--- src/rtl/me_pkg.sv ---
// Shared types and widths for the motion-estimator datapath blocks.
package me_pkg;

   localparam int DIST_W = 8;
   localparam int MV_W   = 5;
   localparam logic [DIST_W-1:0] DIST_MAX = {DIST_W{1'b1}};

   typedef struct packed {
      logic signed [MV_W-1:0] x;
      logic signed [MV_W-1:0] y;
   } mv_t;

   typedef enum logic [1:0] {
      IDLE   = 2'd0,
      SEARCH = 2'd1,
      DONE   = 2'd2
   } bm_state_t;

endpackage

--- src/rtl/dist_min_reg.sv ---
// Best-distance / best-vector registers with first-load and strict-less replacement.
module dist_min_reg
   import me_pkg::*;
(
   input  logic              clk,
   input  logic              reset,
   input  logic              init,
   input  logic              load,
   input  logic              first,
   input  logic [DIST_W-1:0] distance,
   input  mv_t               mv,
   output logic [DIST_W-1:0] best_dist,
   output mv_t               best_mv
);

   logic take;

   // Ties keep the earlier candidate; the first candidate always lands so a saturated SAD keeps its vector.
   assign take = load && (first || (distance < best_dist));

   always_ff @(posedge clk or posedge reset) begin
      if (reset) begin
         best_dist <= DIST_MAX;
         best_mv   <= '0;
      end else if (init) begin
         best_dist <= DIST_MAX;
         best_mv   <= '0;
      end else if (take) begin
         best_dist <= distance;
         best_mv   <= mv;
      end
   end

endmodule

--- src/rtl/best_match_select.sv ---
// Minimum-SAD tracker over one search window; reports best distance/vector with a done pulse.
// Optional build macro ZERO_EARLY_EXIT_EN: finish the window as soon as a zero distance is accepted.
module best_match_select
   import me_pkg::*;
(
   input  logic              clk,
   input  logic              reset,
   input  logic              start,
   input  logic              dist_valid,
   input  logic [DIST_W-1:0] distance,
   input  logic [MV_W-1:0]   mv_x,
   input  logic [MV_W-1:0]   mv_y,
   input  logic              last,
   output logic              busy,
   output logic [DIST_W-1:0] best_dist,
   output logic [MV_W-1:0]   best_mv_x,
   output logic [MV_W-1:0]   best_mv_y,
   output logic [7:0]        cand_count,
   output logic              done
);

   bm_state_t state, state_next;
   logic      init;
   logic      accept;
   logic      window_end;
   logic      first_flag;
   mv_t       cand_mv;
   mv_t       best_mv;

   assign cand_mv.x = mv_x;
   assign cand_mv.y = mv_y;

`ifdef ZERO_EARLY_EXIT_EN
   assign window_end = last || (distance == '0);
`else
   assign window_end = last;
`endif

   always_ff @(posedge clk or posedge reset) begin
      if (reset) begin
         state <= IDLE;
      end else begin
         state <= state_next;
      end
   end

   // start always wins over a concurrent candidate, in every state.
   always_comb begin
      state_next = state;
      init       = 1'b0;
      accept     = 1'b0;
      case (state)
         IDLE: begin
            if (start) begin
               init       = 1'b1;
               state_next = SEARCH;
            end
         end
         SEARCH: begin
            if (start) begin
               init = 1'b1;
            end else if (dist_valid) begin
               accept = 1'b1;
               if (window_end) begin
                  state_next = DONE;
               end
            end
         end
         DONE: begin
            state_next = IDLE;
            if (start) begin
               init       = 1'b1;
               state_next = SEARCH;
            end
         end
         default: begin
            state_next = IDLE;
         end
      endcase
   end

   always_ff @(posedge clk or posedge reset) begin
      if (reset) begin
         first_flag <= 1'b0;
         cand_count <= '0;
      end else if (init) begin
         first_flag <= 1'b1;
         cand_count <= '0;
      end else if (accept) begin
         first_flag <= 1'b0;
         if (cand_count != 8'hFF) begin
            cand_count <= cand_count + 8'd1;
         end
      end
   end

   dist_min_reg u_dist_min_reg (
      .clk       (clk),
      .reset     (reset),
      .init      (init),
      .load      (accept),
      .first     (first_flag),
      .distance  (distance),
      .mv        (cand_mv),
      .best_dist (best_dist),
      .best_mv   (best_mv)
   );

   assign best_mv_x = best_mv.x;
   assign best_mv_y = best_mv.y;
   assign busy      = (state == SEARCH);
   assign done      = (state == DONE);

endmodule

--- config.mk ---
export PLATFORM = sky130hd
export DESIGN_NAME = best_match_select
export DESIGN_NICKNAME = d
export VERILOG_FILES = /design/src/rtl/me_pkg.sv /design/src/rtl/dist_min_reg.sv /design/src/rtl/best_match_select.sv
export SDC_FILE = /design/constraint.sdc
export NUM_CORES = 1
export LEC_CHECK = 0
export CORE_UTILIZATION = 35
export CTS_CLUSTER_SIZE = 12
export DETAILED_ROUTE_END_ITERATION = 6
export PLACE_DENSITY = 0.69
export SLEW_MARGIN = 20
export SYNTH_ARGS = -nofsm -noshare
export SYNTH_HDL_FRONTEND = slang
export SYNTH_SLANG_ARGS = --single-unit
--- constraint.sdc ---
create_clock -name clk -period 5.1 [get_ports clk]
set_input_delay 1.02 -clock clk [delete_from_list [all_inputs] [get_ports clk]]
set_output_delay 1.02 -clock clk [all_outputs]
set_load 0.01 [all_outputs]
==> impl_metrics.toml <==
[run_status]
outcome = "finished, final reports clean"

[placed_design]
place_inst = 231
finalWeightedCongestion = 0.790
port-buffer-count = 50
hpwl_um = 2480

[clock_tree]
post_cts_resized = 0
clock_sinks = 29
clk_pin_slew_ns = 0.06
clk_latency_ns = 0.28
cts_tree = "built"
postCtsHoldBufs = 0
cts_root_buffer = "clkbuf_8"
numCtsBuffers = 5
clockBufferDepth = 2
htree_levels = 2
cts_setup_buffers = 0

[synth]
syn_nets = 164
postSynthCellCount = 133
yosysUniqueCellTypes = 38
yosysWarningCount = 0
ys_seq_area_frac = 0.488
ys_ff_latch = 29
syn_area_um2 = 1510
avgSynthCellArea_um2 = 11.3

[floorplanning]
initial_utilization = 0.371
dieArea_um2 = 4570
die_h_um = 67.6
fp-row-count = 23
die_x_um = 67.6
fp.coreArea_um2 = 4060
io_pins = 51

[sta]
period_minus_slack_ns = 2.83
rsz0062_at_grt = "no"
slew_viol_final = 0
finalSetupTns_ns = 0
finalSetupViolations = 0
slew_headroom = 0.535
skew_ns = 0.00446
max_freq_mhz = 353
fin_crit_sh = 0.555
worstMarginPinSlew_ns = 0.693
hold_viol = 0

[worst_hold_path]
hold_class = "flip-flop to flip-flop"
min-delay-start = "state[1]$_DFFE_PP0P_"

[finish]
final_common_cell = "clkdlybuf4s50_1"
final_cells = 239
mostFrequentLayoutCells = "50 x clkdlybuf4s50_1, 21 x dfrtp_1, 18 x nand2_1, 10 x o2bb2ai_1"
syn_to_final_growth_pct = 44.0
antennaDiodeCount = 0
num-nets-final = 219
drive_gt1_frac = 0.127
n_fill_cell = 349
multi_input_area_um2 = 721
ff_latch_area_um2 = 736

[route]
dr.pass1.iters = 4
wl_per_cell_um = 14.6
drt_iter0_drc = 64
via_count = 1241
drt.antenna.violating_nets = 0
vias_per_cell = 5.19
wl_um = 3500
route.detailed.drc = 0

[grt]
grt_usage = 0.178
overflow = 0
grt_max_degree = 30
grt_pass1_vias = 1277
grt_pass1_wl_um = 5840
antenna_found_initial = 0

[worst_setup_path]
r2r-start = "u_dist_min_reg.best_dist[6]$_DFFE_PP1P_"
critPathKind = "input port to flip-flop"
rrSetupSlack_ns = 2.90
crit_fanout = 18
start_kind = "input port"
crit_required_ns = 5.32
cp-end-kind = "flip-flop"
crit_start = "distance[6]"
crit_arrival_ns = 3.06

[power_and_ir_drop]
p_leak_uw = 0.000938
p_per_area_nw_per_um2 = 290
ir_drop_mv = 0.141
p_total_uw = 630

[job]
max_cap_violations = 0
## state kept, by name, indices dropped and copies added, names as in the netlist
signal and count:
state 2, first_flag 1, u_dist_min_reg.best_dist 8, cand_count 8
u_dist_min_reg.best_mv 10
## layout make-up
type | count | area share
clock buffers | 7 | 0.0398
flip-flops and latches | 29 | 0.339
multi-input cells | 93 | 0.332
clock inverters | 1 | 0.0138
repair buffers | 50 | 0.231
inverters | 9 | 0.0156
well taps | 50 | 0.0288
## synthesized netlist by cell type
| cell | number | area (µm²) |
|---|---|---|
| o21ai_0 | 2 | 10.0 |
| o21a_1 | 3 | 22.5 |
| a21o_1 | 1 | 7.51 |
| a21oi_1 | 3 | 15.0 |
| nand4_1 | 3 | 18.8 |
| o21ai_1 | 1 | 5.00 |
| a211oi_2 | 1 | 12.5 |
| o21ai_2 | 1 | 8.76 |
| a31oi_4 | 1 | 21.3 |
| xnor2_1 | 2 | 17.5 |
| and3b_1 | 1 | 8.76 |
| nand2b_4 | 1 | 13.8 |
| nor2_1 | 7 | 26.3 |
| and2_1 | 2 | 12.5 |
| a31o_4 | 1 | 17.5 |
| o2bb2ai_1 | 10 | 87.6 |
| buf_6 | 1 | 11.3 |
| or2_1 | 1 | 6.26 |
| and4bb_1 | 1 | 12.5 |
| dfstp_2 | 8 | 210 |
| buf_2 | 1 | 5.00 |
| nor2_2 | 1 | 6.26 |
| a211oi_1 | 1 | 7.51 |
| ha_1 | 8 | 100 |
| inv_1 | 9 | 33.8 |
| nand3_1 | 1 | 5.00 |
| and2b_1 | 1 | 7.51 |
| o32a_1 | 8 | 80.1 |
| o211ai_1 | 1 | 7.51 |
| a2111oi_4 | 1 | 27.5 |
| nor3_1 | 1 | 5.00 |
| and3_1 | 3 | 18.8 |
| nand2b_1 | 1 | 6.26 |
| nand2_1 | 18 | 67.6 |
| dfrtp_1 | 21 | 526 |
| nor2b_1 | 1 | 6.26 |
| a21oi_4 | 1 | 16.3 |
| xor2_1 | 4 | 35.0 |
## where the power goes
group	internal [µW]	switching [µW]	leakage, µW
logic	63.9	59.9	0.000515
registers	248	11.5	0.000365
clock network	159	88.0	0.0000585
total	471	159	0.000938
## per-stage QoR
stage               utilization  hold slack, ns  cell area (µm²)  setup WS, ns
CTS                       0.535           0.511             2170          2.26
floorplan                     -           0.465             1510          2.69
detailed placement        0.506           0.502             2050          1.99
finish                    0.535           0.510             2170          2.27
global route              0.535           0.560             2170          2.18
global placement          0.506           0.489             2050          2.08
## routing by layer
layer,up-vias,global-route usage,share of wire
li1,594,-,-
met1,605,0.210,0.45
met2,36,0.287,0.48
met3,6,0.0591,0.051
met4,0,0.0878,0.017
met5,-,0,0
## path summary, 6_finish.rpt
path,endpoint,cells after the start
min in group asynchronous,u_dist_min_reg.best_mv[4]$_DFFE_PP0P_,2
min reg2reg,state[0]$_DFFE_PP0P_,1
max,u_dist_min_reg.best_dist[0]$_DFFE_PP1P_,7
min,state[0]$_DFFE_PP0P_,1
max reg2reg,u_dist_min_reg.best_dist[0]$_DFFE_PP1P_,7
max in group asynchronous,u_dist_min_reg.best_mv[5]$_DFFE_PP0P_,2
## worst max-delay path: stages
cell and delay, ns:
clkdlybuf4s50_1 0.44, ha_1 0.33, a21o_1 0.17, a211oi_2 0.24, o21ai_2 0.15, a21oi_4 0.47, o32a_1 0.24
## logic make-up (layout without fill, tap and decap cells)
group	count (synthesis)	count (layout)	synth area share
DFF	29	29	0.488
buffers and inverters	11	67	0.0332
and+or+nand+nor	43	43	0.147
xor gates and xnor gates	6	6	0.0349
adders and majority gates	8	8	0.0664
AOI/OAI and AO/OA	36	36	0.230
Note: power is estimated with default switching activity, not from simulation.
==> RTL edit 1 (same flow settings) <==
Put a register stage on the output `best_mv_x`, without a reset. The value now appears one clock later. The other outputs are not delayed to match.
--- a/src/rtl/best_match_select.sv
+++ b/src/rtl/best_match_select.sv
@@ -106,7 +106,9 @@
       .best_mv   (best_mv)
    );
 
-   assign best_mv_x = best_mv.x;
+   always_ff @(posedge clk) begin
+      best_mv_x <= best_mv.x;
+   end
    assign best_mv_y = best_mv.y;
    assign busy      = (state == SEARCH);
    assign done      = (state == DONE);
Check against the original RTL: not equivalent (Yosys sat finds a counterexample within 4 cycles, from zero or initial values and one cycle with reset high).
==> RTL edit 1 against the unedited design <==
Total power is 7.1% higher. Count of clock-buffer cells in the layout is 2 lower. Clock power is 3% lower. Area after synthesis is 15% higher. Critical endpoint is now u_dist_min_reg.best_mv[9]. Fmax is 8.2% lower. Global-route usage is 3.0 points lower. Critical path type unchanged. Combinational power is 4% higher. Setup slack worse by 250 ps. Routed wire length is 0.94% lower. Sequential cell count is 5 higher. Sequential power is 18% higher. Via count is 2.4% higher. Final area is 8.0% higher.
==> RTL edit 1: results (changes against the unedited design) <==
Parameter                              Value

Worst setup path
  Slack of the worst reg-to-reg path ... 2630 ps (-270 ps)
  Highest fanout seen on the critical path ... 18 (unchanged)
  Crit Reg-Reg Startpoint ... u_dist_min_reg.best_dist[3]
  Family of cells with the greatest summed delay on the critical path ... compound AO/OA/AOI/OAI gates
  Endpoint of the lowest-slack register-to-register path ... u_dist_min_reg.best_mv[9]
  Reg2reg path depth ... 7 (unchanged)
  Arrival time of the worst setup path ... 3280 ps (+220 ps)
  Slowest cell on the critical path ... sky130_fd_sc_hd__a31o_1
  Maximum cell stage delay along the critical path ... 880 ps (+410 ps)

Synth
  Most common library cells after synthesis ... sky130_fd_sc_hd__dfrtp_1 (21), sky130_fd_sc_hd__nor2_1 (21), sky130_fd_sc_hd__nand2_1 (20), sky130_fd_sc_hd__mux2i_1 (19), sky130_fd_sc_hd__nand2b_1 (10)
  Largest cells by area after synthesis ... sky130_fd_sc_hd__dfrtp_1 (30%), sky130_fd_sc_hd__dfstp_2 (12%), sky130_fd_sc_hd__mux2i_1 (11%)
  Main flop type after synthesis ... sky130_fd_sc_hd__dfrtp_1
  Post-synth ARST share ... 85.29% (-15 points)
  Synth warn ... 0 (unchanged)
  Post-Synthesis Net Count ... 197 (+20%)
  Fraction of the yosys area taken by sequential cells ... 48.41% (-0.43 points)
  Distinct cells, synth ... 37 (-2.6%)

CTS
  Post-cts gate resize count ... 0 (unchanged)
  Post-CTS Setup Inserts ... 0 (unchanged)
  Root buffer selected by CTS ... sky130_fd_sc_hd__clkbuf_8
  H-Tree Level Count ... 2 (unchanged)
  Maximum number of buffers from clock root to sink ... 2 (unchanged)
  Inserted Clock Buffers ... 5 (unchanged)

STA
  Setup skew after layout ... 7.644 ps (+3.180 ps)
  Transition time of the tightest slew-check pin ... 1086 ps (+392.7 ps)

Worst hold path
  Class of the tightest hold or removal check ... register to register
  Min-Delay Startpoint ... u_dist_min_reg.best_mv[9]
  Cell depth of the worst hold path ... 0 (-1)
  WHS Endpoint ... best_mv_x[4]

Route
  Length of the first detailed-routing pass in iterations ... 4 (unchanged)
  Number of violations reported at the end of detailed-routing iteration 0 ... 62 (-3.1%)
  Per-cell via count in the routed design ... 4.523 (-13%)
  Drt total wl ... 3.467 mm (-0.94%)

Layout
  Total number of nets in the final design ... 244 (+11%)
  Share of post-route cells with drive strength above 1 ... 9.346% (-3.4 points)
  Max reg flops ... 10 (unchanged)
  Fillcell total ... 442 (+27%)

Global route
  Aggregate global-route resource usage ... 14.78% (-3.0 points)
  Number of global-route vias before repair ... 1307 (+2.3%)
  First-pass GRT wire length ... 5.892 mm (+0.82%)

Placement
  Quantity of I/O buffers inserted on ports ... 50 (unchanged)
  Placed standard-cell area ... 0.002235 sq mm (+8.8%)
  Final estimated routing congestion in global placement ... 0.7564 (-4.2%)
  HPWL reported at the end of detailed placement ... 2.471 mm (-0.55%)

Power
  Max IR drop VDD ... 142.2 uV (+0.54%)
  Leak ... 1.114 nW (+19%)

Outcome
  Result of the run ... complete, no violations
## RTL edit 1: cell types whose count changed after synthesis, moves of 5 or more
| cell | change |
|---|---|
| sky130_fd_sc_hd__nor2_1 | +14 |
| sky130_fd_sc_hd__o32a_1 | -8 |
| sky130_fd_sc_hd__mux2i_1 | +19 |
| sky130_fd_sc_hd__nand2b_1 | +9 |
| sky130_fd_sc_hd__buf_4 | +5 |
| sky130_fd_sc_hd__dfxtp_1 | +5 |
| sky130_fd_sc_hd__o2bb2ai_1 | -10 |
## RTL edit 1: per-stage QoR
stage          std cells  setup slack [ps]  hold WS (ps)
3_5_place_dp         273              1711         359.0
3_3_place_gp         273              1776         352.1
4_1_cts              281              2013         376.8
2_1_floorplan        166              2668         347.0
6_report             281              2014         375.3
5_1_grt              281              1866         388.6
## RTL edit 1: power breakdown
group / switching, mW / total, mW / internal [mW]
registers: 0.0133 / 0.306 / 0.293
logic: 0.0571 / 0.129 / 0.0715
clock network: 0.0965 / 0.240 / 0.144
total: 0.167 / 0.675 / 0.508
## RTL edit 1: layer usage
layer	vias up	GRT usage (%)	wire length, um
met5	-	0	0
met4	0	5.882	59
met3	8	3.750	169
met2	31	24.09	1612
met1	591	18.79	1625
li1	641	-	-
## RTL edit 1: logic make-up after synthesis
logic type / synth area share (%)
buffers and inverters: 6.811
flip-flops: 48.41
XOR/XNOR: 2.029
AND/OR/NAND/NOR: 17.90
adder cells (fa/ha/maj): 5.797
multiplexers: 11.01
AO/OA/AOI/OAI: 8.044
## RTL edit 1: final cells by class
type	instances	area, sq um	share of cell area [%]
sequential	34	835.8	35.66
multi-input combinational	112	773.2	33.00
timing repair buffer	51	508.0	21.68
tap	67	83.83	3.577
clock buffer	5	68.82	2.936
clock inverter	3	40.04	1.708
inverter	9	33.78	1.442
## RTL edit 1: worst max path at each step
stage,slack (ps),startpoint,endpoint,cells past startpoint
after detailed placement,1710,distance[2],u_dist_min_reg.best_dist[4],7
after global placement,1780,distance[2],u_dist_min_reg.best_mv[9],7
after floorplan,2670,distance[1],u_dist_min_reg.best_mv[2],7
after CTS,2010,distance[2],u_dist_min_reg.best_dist[4],7
final,2010,distance[2],u_dist_min_reg.best_mv[9],7
after global routing,1870,distance[2],u_dist_min_reg.best_mv[3],7
==> RTL edit 2 (config.mk and constraints unchanged) <==
Made on the original files. Change the package constant `DIST_W` from 8 to 6.
--- a/src/rtl/me_pkg.sv
+++ b/src/rtl/me_pkg.sv
@@ -1,7 +1,7 @@
 // Shared types and widths for the motion-estimator datapath blocks.
 package me_pkg;
 
-   localparam int DIST_W = 8;
+   localparam int DIST_W = 6;
    localparam int MV_W   = 5;
    localparam logic [DIST_W-1:0] DIST_MAX = {DIST_W{1'b1}};
 
Interface: changed (resized best_dist and distance); port bits go from 51 to 47. The function was not compared with the original's and may differ.
==> RTL edit 2 against the unedited design <==
The flow now finishes with violations (DRC). Setup slack got worse by 480 ps. First-iteration DRC count up 130%. Final area grew 0.92%. Routed wire length is 19% higher. Non-clock buffer count is 4 lower. Clock skew is essentially flat. Die area increased by 10%. Sequential cell count is 2 lower. Area after synthesis increased by 10%. Total power shrank 7.0%. Sequential power is 4% higher. Count of clock-buffer cells in the layout is 3 lower.
==> RTL edit 2: results (changes against the unedited design) <==
Parameter                              Value

Global route
  Aggregate global-route resource usage ... 16.82% (-0.99 points)
  Pin count of the biggest net entering global routing ... 28 (-6.7%)
  Number of global-route vias before repair ... 1416 (+11%)
  Global routing usage on met2 ... 25.85% (-2.9 points)

STA
  Setup skew after layout ... 4.098 ps (-0.3665 ps)
  WHS ... 538.9 ps (+28.98 ps)
  Worst slew margin relative to its limit ... 35.36% (-18 points)

Worst setup path
  Capture point of the worst path ... u_dist_min_reg.best_dist[2]
  Critical Path Start ... distance[1]
  Arrival time of the worst setup path ... 3490 ps (+430 ps)

Synth
  Fraction of the yosys area taken by sequential cells ... 41.05% (-7.8 points)
  Distinct cells, synth ... 35 (-7.9%)

Route
  Total number of vias ... 1569 (+26%)
  Wire length on met2 ... 1.819 mm (+7.5%)
  DRC errors left ... 2 (+2)
  Length of the first detailed-routing pass in iterations ... 6 (+2)
  Routed length on met1 ... 2.111 mm (+34%)
  Met3 wire len ... 210 um (+18%)

Placement
  Final estimated routing congestion in global placement ... 0.7806 (-1.1%)
  HPWL reported at the end of detailed placement ... 2.895 mm (+17%)
  Placed Cells incl. Taps ... 269 (+16%)

Layout
  Total number of nets in the final design ... 249 (+14%)
  Sequential standard cell area ... 683.2 sq um (-7.1%)

Worst hold path
  Cell depth of the worst hold path ... 2 (+1)
  WHS Endpoint ... u_dist_min_reg.best_dist[0]

CTS
  Inserted Clock Buffers ... 3 (-2)
  Clock input transition at the sequential cells of the worst setup and hold paths ... 100 ps (+40 ps)

Outcome
  Failing checks ... DRC
  Result of the run ... finished with violations
## RTL edit 2: worst min-delay path, stage by stage (launching register included)
cell                       delay, ps
sky130_fd_sc_hd__dfstp_2         400
sky130_fd_sc_hd__nor2_1           90
sky130_fd_sc_hd__a221oi_1         50
## RTL edit 2: power breakdown
part | total (mW) | internal (mW) | switching (mW)
clock network | 0.128 | 0.0561 | 0.0716
logic | 0.190 | 0.0942 | 0.0956
registers | 0.269 | 0.243 | 0.0253
## RTL edit 2: layout make-up
type                       count  share of cell area, %
multi-input combinational    130                  40.34
sequential                    27                  31.20
timing repair buffer          46                  21.03
tap                           52                  2.971
inverter                      14                  2.400
clock buffer                   4                  2.057
## RTL edit 2: cells by family after synthesis
logic type / after synthesis / share of synthesized area [%]
compound gates: 64 / 30.00
simple gates: 60 / 18.57
flops: 27 / 41.05
buf+inv: 24 / 5.864
fa+ha+maj: 6 / 4.511
